## config.mk

```make
export PLATFORM = sky130hd
export DESIGN_NAME = io_led_seg_ctrl
export DESIGN_NICKNAME = d
export VERILOG_FILES = /design/src/rtl/io_led_seg_ctrl_pkg.sv /design/src/rtl/seg7_hex_decode.sv /design/src/rtl/io_led_seg_ctrl.sv
export SDC_FILE = /design/constraint.sdc
export NUM_CORES = 1
export LEC_CHECK = 0
export CAP_MARGIN = 10
export CORE_MARGIN = 2
export CORE_UTILIZATION = 57
export CTS_CLUSTER_DIAMETER = 100
export DETAILED_ROUTE_END_ITERATION = 8
export PLACE_DENSITY_LB_ADDON = 0.25
export SETUP_SLACK_MARGIN = 0.5
export SLEW_MARGIN = 20
export SYNTH_ARGS = -nofsm -noshare
export SYNTH_HDL_FRONTEND = slang
export SYNTH_HIERARCHICAL = 1
export SYNTH_SLANG_ARGS = --single-unit
export TNS_END_PERCENT = 30
```

## constraint.sdc

```tcl
create_clock -name clock -period 7.9 [get_ports clock]
set_input_delay 1.975 -clock clock [delete_from_list [all_inputs] [get_ports clock]]
set_output_delay 1.975 -clock clock [all_outputs]
set_load 0.02 [all_outputs]
```

## src/rtl/io_led_seg_ctrl_pkg.sv

```systemverilog
// Shared constants for the LED / seven-segment output peripheral.
// Register offsets are byte offsets inside the 16-byte window.
package io_pkg;

   localparam logic [31:0] IO_BASE_DEFAULT = 32'hFFFF_FC60;
   localparam int unsigned NUM_DIGITS      = 8;
   localparam logic [7:0]  SEG_BLANK       = 8'hFF;

   typedef enum logic [3:0] {
      OFF_LED_LO = 4'h0,
      OFF_LED_HI = 4'h2,
      OFF_SEG_LO = 4'h4,
      OFF_SEG_HI = 4'h6,
      OFF_SEG_EN = 4'h8,
      OFF_SEG_DP = 4'hA
   } reg_off_e;

endpackage

```

## src/rtl/seg7_hex_decode.sv

```systemverilog
// Hex nibble to seven-segment glyph, active-high {g,f,e,d,c,b,a}.
// Lowercase b and d keep them distinct from 8 and 0.
module seg7_hex_decode (
   input  logic [3:0] nibble,
   output logic [6:0] segs
);

   always_comb begin
      segs = 7'h00;
      case (nibble)
         4'h0: segs = 7'h3F;
         4'h1: segs = 7'h06;
         4'h2: segs = 7'h5B;
         4'h3: segs = 7'h4F;
         4'h4: segs = 7'h66;
         4'h5: segs = 7'h6D;
         4'h6: segs = 7'h7D;
         4'h7: segs = 7'h07;
         4'h8: segs = 7'h7F;
         4'h9: segs = 7'h6F;
         4'hA: segs = 7'h77;
         4'hB: segs = 7'h7C;
         4'hC: segs = 7'h39;
         4'hD: segs = 7'h5E;
         4'hE: segs = 7'h79;
         4'hF: segs = 7'h71;
         default: segs = 7'h00;
      endcase
   end

endmodule

```

## src/rtl/io_led_seg_ctrl.sv

```systemverilog
// Memory-mapped LED and 8-digit multiplexed seven-segment output peripheral.
// Display outputs are registered from the current digit index, so they trail it by one clock.
module io_led_seg_ctrl
   import io_pkg::*;
#(
   parameter logic [31:0] IO_BASE  = IO_BASE_DEFAULT,
   parameter int unsigned SCAN_DIV = 50000
) (
   input  logic        clock,
   input  logic        reset,
   input  logic        led_ctrl,
   input  logic [31:0] addr,
   input  logic [15:0] wdata,
   output logic [23:0] led_out,
   output logic [7:0]  seg_an,
   output logic [7:0]  seg_out
);

   localparam int unsigned PW = (SCAN_DIV > 1) ? $clog2(SCAN_DIV) : 1;
   localparam logic [PW-1:0] PRESC_LAST = PW'(SCAN_DIV - 1);

   logic [15:0]   led_lo;
   logic [7:0]    led_hi;
   logic [15:0]   seg_lo;
   logic [15:0]   seg_hi;
   logic [7:0]    seg_en;
   logic [7:0]    seg_dp;
   logic [PW-1:0] presc;
   logic [2:0]    digit_idx;

   logic          hit;
   reg_off_e      offset;
   logic [31:0]   seg_word;
   logic [3:0]    nibble;
   logic [6:0]    segs;

   // addr[0] is dropped: halfword stores to an odd byte address hit the same register
   assign hit      = led_ctrl && (addr[31:4] == IO_BASE[31:4]);
   assign offset   = reg_off_e'({addr[3:1], 1'b0});
   assign seg_word = {seg_hi, seg_lo};
   assign nibble   = seg_word[{digit_idx, 2'b00} +: 4];
   assign led_out  = {led_hi, led_lo};

   seg7_hex_decode u_hex_decode (
      .nibble (nibble),
      .segs   (segs)
   );

   always_ff @(posedge clock) begin
      if (reset) begin
         led_lo    <= '0;
         led_hi    <= '0;
         seg_lo    <= '0;
         seg_hi    <= '0;
         seg_en    <= '0;
         seg_dp    <= '0;
         presc     <= '0;
         digit_idx <= '0;
         seg_an    <= SEG_BLANK;
         seg_out   <= SEG_BLANK;
      end else begin
         if (hit) begin
            case (offset)
               OFF_LED_LO: led_lo <= wdata;
               OFF_LED_HI: led_hi <= wdata[7:0];
               OFF_SEG_LO: seg_lo <= wdata;
               OFF_SEG_HI: seg_hi <= wdata;
               OFF_SEG_EN: seg_en <= wdata[7:0];
               OFF_SEG_DP: seg_dp <= wdata[7:0];
               default: ;
            endcase
         end

         if (presc == PRESC_LAST) begin
            presc     <= '0;
            digit_idx <= digit_idx + 3'd1;
         end else begin
            presc <= presc + 1'b1;
         end

         if (seg_en[digit_idx]) begin
            seg_an  <= ~(8'b1 << digit_idx);
            seg_out <= {~seg_dp[digit_idx], ~segs};
         end else begin
            seg_an  <= SEG_BLANK;
            seg_out <= SEG_BLANK;
         end
      end
   end

endmodule

```

**Word level (Yosys, flattened, before mapping)**

Memories as Yosys holds them, arrays and structs flattened.
Index checks and enable logic that the tools add are counted.
W data, S select, Z words.

- Register bits: 107
- ROM bits: 112
- Input bits: 51
- Logic and storage cells: 41
- Memories: 1

- Add/subtract/negate cells: 2
- $lt $le $gt $ge: 1
- Eq/ne operators: 7
- Shift-type cells: 2
- Mux-type cells: 4
- Bitwise operators: 4
- Reduce and logical (&&, ||, !) cells: 10

Memory list:

| memory | depth | width | read ports | clocked after Yosys merged registers in | wr ports | RTL line | text |
|---|---|---|---|---|---|---|---|
| (name not given) | 16 | 7 | 1 | 0 | 0 | seg7_hex_decode.sv:10 | `case (nibble)` |

Operators with widths:

| cell | count |
|---|---|
| $shiftx A32 B6 Y4 | 1 |
| $eq A28 B28 Y1 const B | 1 |
| $add A16 B1 Y16 const B | 1 |
| $eq A16 B16 Y1 const B | 1 |
| $reduce_and A2 Y1 | 6 |
| $not A8 Y8 | 1 |
| $shl A1 B3 Y8 const A | 1 |
| $not A7 Y7 | 1 |
| $bmux W1 S3 | 2 |
| $eq A3 B2 Y1 const B | 2 |
| $eq A3 B3 Y1 const B | 2 |
| $logic_not A4 Y1 | 1 |
| $lt A3 B4 Y1 const B | 1 |
| $reduce_or A2 Y1 | 2 |
| $add A3 B1 Y3 const B | 1 |
| $eq A3 B1 Y1 const B | 1 |
| $mux W1 | 2 |
| $not A1 Y1 | 2 |
| $logic_and A1 B1 Y1 | 1 |

**Depth between registers and ports, before layout**

- Depth after elaboration: 4
- Mapped depth: 10
- Mapped depth without buffers: 8

**By module**

The synthesis kept the hierarchy.

Modules (own cells, without submodules):

| module | times used | cells each | area an instance (um2) | seq. area each (um2) |
|---|---|---|---|---|
| io_led_seg_ctrl | 1 | 437 | 4693.3 | 2142.1 |
| seg7_hex_decode | 1 | 33 | 287.8 | 0.0 |

**Worst setup path before layout**

OpenSTA, ideal clock, no wires.

- Kind: input-to-reg
- Start: in addr[8]
- End: reg seg_lo[2]
- Setup time: 72 ps
- Arrival time: 3383 ps
- Data required time: 7828 ps
- Slack: 4445 ps
- Stages: 6
- Buffers on the path: 2
- Cell sequence: nand4b_4 > nor4_4 > and4b_1 > buf_6 > buf_12 > mux2i_1

- Word-level cells in the longest chain between the ends: 3

Ends and longest elaborated chain:

| item | RTL line | text |
|---|---|---|
| start, declared | io_led_seg_ctrl.sv:12 | `input logic [31:0] addr,` |
| $eq A28 B28 Y1 | io_led_seg_ctrl.sv:38 | `assign hit = led_ctrl && (addr[31:4] == IO_BASE[31:4]);` |
| $logic_and A1 B1 Y1 | io_led_seg_ctrl.sv:38 |  |
| $reduce_and A2 Y1 (no source line) | - |  |
| end signal, assigned | io_led_seg_ctrl.sv:66 | `OFF_SEG_LO: seg_lo <= wdata;` |
| end, declared | io_led_seg_ctrl.sv:24 | `logic [15:0] seg_lo;` |

No other way between the ends.
A chain may end at the register's enable or synchronous reset.

**Worst setup path after layout**

- Start: in addr[10]
- End: reg seg_lo[7]

Same word-level chain as after synthesis.

==> impl_summary.md <==
Run status
The run finished with clean final reports.

Global route
The largest net degree at the start of global routing is 95. The number of global-route vias before repair is 3598. The initial antenna violation count was 0. The total congestion overflow is 0. The wire length of the first global-routing pass is 17250 um.

The overall routing resource usage is 22.18%.

Logic synthesis
The mean area per synthesized cell is 10.60 um^2. The most used flip-flop cell after synthesis is dfxtp_1. After synthesis, flip-flops and latches occupy 43.00% of the total area.

Synthesis produced 470 cells. The Yosys step of the flow raised 6 warnings. The share of flip-flops with an asynchronous set or reset after synthesis is 0%.

The number of nets in the synthesized netlist is 535. After synthesis, the netlist uses 49 different library cells. The netlist area before placement is 4981 um^2. Yosys mapped a number of flops with a built-in enable equal to 0. Synthesis inferred 107 register bits.

Hold path
Counting instances, the worst hold path has a depth of 1. The worst hold path terminates at presc[0]. The worst hold path startpoint is presc[0]. The type of the most critical hold path is reg -> reg.

Clocking
Buffers added to address setup during post-CTS repair amount to 0. The clock net in this run drives a total of 107 sinks. The count of cells resized by post-cts repair is 0. Hold repair after CTS inserted 0 buffers. The clock-pin slew of the registers on the worst-case setup and hold paths is 0.10 ns. Buffers inserted during clock tree synthesis total 9. The clock latency on the worst-skew pair is 0.36 ns. Counting along the longest clock path gives a buffer depth of 2. The clock tree from TritonCTS is built. In this run the clock root is driven by a clkbuf_8.

CTS built an H-tree with a depth of 3.

Routing
The topmost layer with routed signal wires is met4. The wire length on met3 is 428 um. The mean routed wirelength per cell is 15.68 um. The first-iteration detailed-routing DRC count is 151.

The detail route stage leaves a number of antenna-violating nets equal to 0. The pre-antenna-repair detailed-routing pass consisted of 5 iterations. The detailed-routing wirelength on met1 is 4775 um. The routed length on met2 is 4990 um. The routed layout has 3566 vias. The remaining routing DRC violations is 0. The total detailed-routing wirelength is 10320 um.

The number of vias per cell after detailed routing is 5.419.

Floorplan
Pin placement for this block handled 91 I/O pins. The initial utilization of the core area, before any placement, comes to 57.96%. The die covers 9502 um^2.

The die span in x is 97.48 um. The height of the die is 97.48 um. Row generation in the floorplan step produced 34 rows.

The area of the core is 8593 um^2.

Timing
The worst pin sits at a relative slew slack of 32.75%. The worst hold margin is 0.4522 ns. Setup total negative slack on the finished layout was measured at 0 ns. Setup repair after global routing left no endpoint under its margin.

Of the available clock period, the critical path in the final layout requires 52.64%. The clock period minus final worst setup slack is 4.158 ns. The final max-slew violation count is 0.

The setup violation total in the final timing report is 0. Between clock sinks in the finished design, the worst skew comes to 0.01022 ns. The number of hold violations in the final report was 0. For this run, the top clock speed supported by timing is 240.5 MHz. For the pin with the worst max-slew slack, the measured transition is 1.008 ns.

Critical path
The kind of capture point of the worst setup path is a register. The type of origin of the critical path is an input pin. The critical-path maximum fanout is 16. The stage delay of the slowest cell on the critical path is 0.96 ns. The slack of the worst reg-to-reg path is 4.95 ns. Measured in cells, the most critical reg-to-reg path has a length of 8. The worst setup path is of the in -> reg kind. The endpoint of the most critical register-to-register path is seg_out[3].

The critical path required time is 8.18 ns. The largest individual stage delay along the critical path comes from the cell and4b_1. Data on the critical path arrives at its endpoint at 4.44 ns. The signal on the critical path passes through clkdlybuf4s50_1, nand4b_4, nor4_4, and4b_1, mux2i_1.

The worst register-to-register path begins at digit_idx[0].

Final layout
The area of the multi-input gates is 2659 um^2. The final non-filler cell total is 658. The antenna cell count is 0.

Registers take 2142 um^2. In the final layout, the share of cells above drive strength 1 is 7.636%. The post-layout net count is 611.

The filler cells instantiated in the layout total 659. The area added between synthesis and finish is 21.45%.

Placed design
During placement, the flow inserted port buffers numbering 89. Including well taps, the total number of placed cells is 643. Routability-driven placement finished with a final weighted congestion of 0.7995. The half-perimeter wire length after placement is 7228 um.

Power and ir drop
The reported leakage power is 2.482 nW. The worst-case IR drop observed on VDD is 0.08997 mV. The cell area power density is 151.9 nW/um^2. The power consumption is 0.9188 mW.

Flow run
The max-cap violation count is 0.
## cell usage after synthesis, drive strengths merged (2+ instances only)
| cell | instances | share of area, % |
|---|---|---|
| nand2b | 90 | 11 |
| mux2i | 74 | 15 |
| nand4b | 2 | 0.65 |
| and3 | 3 | 0.38 |
| xnor2 | 5 | 0.88 |
| xor2 | 7 | 1.2 |
| ha | 14 | 3.5 |
| and4b | 2 | 0.40 |
| nor3 | 3 | 0.30 |
| clkbuf | 16 | 1.2 |
| dfxtp | 107 | 43 |
| o21ai | 3 | 0.30 |
| mux4 | 13 | 6.0 |
| nor4 | 4 | 1.1 |
| a21oi | 8 | 0.80 |
| nor2 | 19 | 1.4 |
| inv | 10 | 0.75 |
| nand2 | 31 | 2.3 |
| mux2 | 3 | 0.68 |
| nor4b | 3 | 0.53 |
| buf | 9 | 1.6 |
| a31o | 2 | 0.35 |
| nand3 | 15 | 1.9 |
| nand4 | 13 | 2.2 |
| nor2b | 2 | 0.25 |
## layout by cell type (no fill, tap or decap), types with 3 or more instances in the layout
| cell | synthesis | final |
|---|---|---|
| a21oi_1 | 8 | 8 |
| nor3_1 | 3 | 3 |
| o21ai_0 | 3 | 3 |
| clkdlybuf4s50_1 | 0 | 88 |
| clkbuf_8 | 0 | 9 |
| nand2_1 | 31 | 31 |
| mux2i_1 | 74 | 74 |
| xnor2_1 | 5 | 5 |
| inv_1 | 10 | 10 |
| mux2_2 | 3 | 3 |
| nand4_1 | 10 | 10 |
| mux4_2 | 12 | 12 |
| nor4b_1 | 3 | 3 |
| ha_1 | 14 | 14 |
| dfxtp_1 | 107 | 107 |
| nand3_1 | 13 | 13 |
| xor2_1 | 7 | 7 |
| nor2_1 | 19 | 19 |
| and3_1 | 3 | 3 |
| nand2b_1 | 90 | 90 |
## registers in the layout, indices dropped and copies added (netlist names)
signal and cells:
seg_an 8, seg_lo 16, presc 16, seg_out 8, seg_en 8, led_lo 16
digit_idx 3, seg_hi 16, seg_dp 8, led_hi 8
## critical path, delay by kind of cell
| family | cells | cell delay [ns] |
|---|---|---|
| buf+inv | 1 | 0.51 |
| simple gates | 3 | 1.66 |
| mux | 1 | 0.27 |
## report_power, final
| group | switching, mW | internal [mW] |
|---|---|---|
| logic | 0.0215 | 0.0326 |
| clock network | 0.179 | 0.144 |
| registers | 0.00125 | 0.540 |
## worst max path at each step
stage	depth (start not counted)	endpoint	start	slack [ns]
6_report	5	seg_lo[7]	addr[10]	3.74
5_1_grt	5	seg_lo[13]	addr[31]	3.56
4_1_cts	5	seg_lo[7]	addr[10]	3.70
3_5_place_dp	5	seg_lo[7]	addr[10]	3.34
3_3_place_gp	5	seg_lo[3]	addr[10]	3.44
2_1_floorplan	6	seg_lo[2]	addr[8]	4.45
## layer usage
| layer | vias to the layer above | GRT usage, % |
|---|---|---|
| li1 | 1773 | - |
| met1 | 1705 | 29.30 |
| met2 | 78 | 37.56 |
| met3 | 10 | 3.453 |
| met4 | 0 | 6.838 |
| met5 | - | 0 |
## cell type report
| cell class | instances | share of cell area (%) |
|---|---|---|
| Clock buffer | 10 | 2.110 |
| Multi-Input combinational cell | 328 | 43.95 |
| Timing Repair Buffer | 90 | 14.77 |
| Clock inverter | 5 | 0.9100 |
| Inverter | 10 | 0.6205 |
| Sequential cell | 107 | 35.41 |
| Tap cell | 108 | 2.234 |
## logic make-up after synthesis
kind of cell / after synthesis / synth area share, %
fa+ha+maj: 14 / 3.517
compound gates: 18 / 2.336
buf+inv: 35 / 3.617
simple gates: 194 / 23.91
flops: 107 / 43.00
xor+xnor: 12 / 2.110
mux: 90 / 21.50
## through the flow
| stage | worst slack [ns] | util (%) | cell area (um^2) |
|---|---|---|---|
| 2_1_floorplan | 4.445 | - | 4981 |
| 3_3_place_gp | 3.438 | 68.27 | 5867 |
| 3_5_place_dp | 3.345 | 68.27 | 5867 |
| 4_1_cts | 3.701 | 70.40 | 6050 |
| 5_1_grt | 3.558 | 70.40 | 6050 |
| 6_report | 3.742 | 70.40 | 6050 |
No activity file was read; power rests on OpenSTA's default activity.
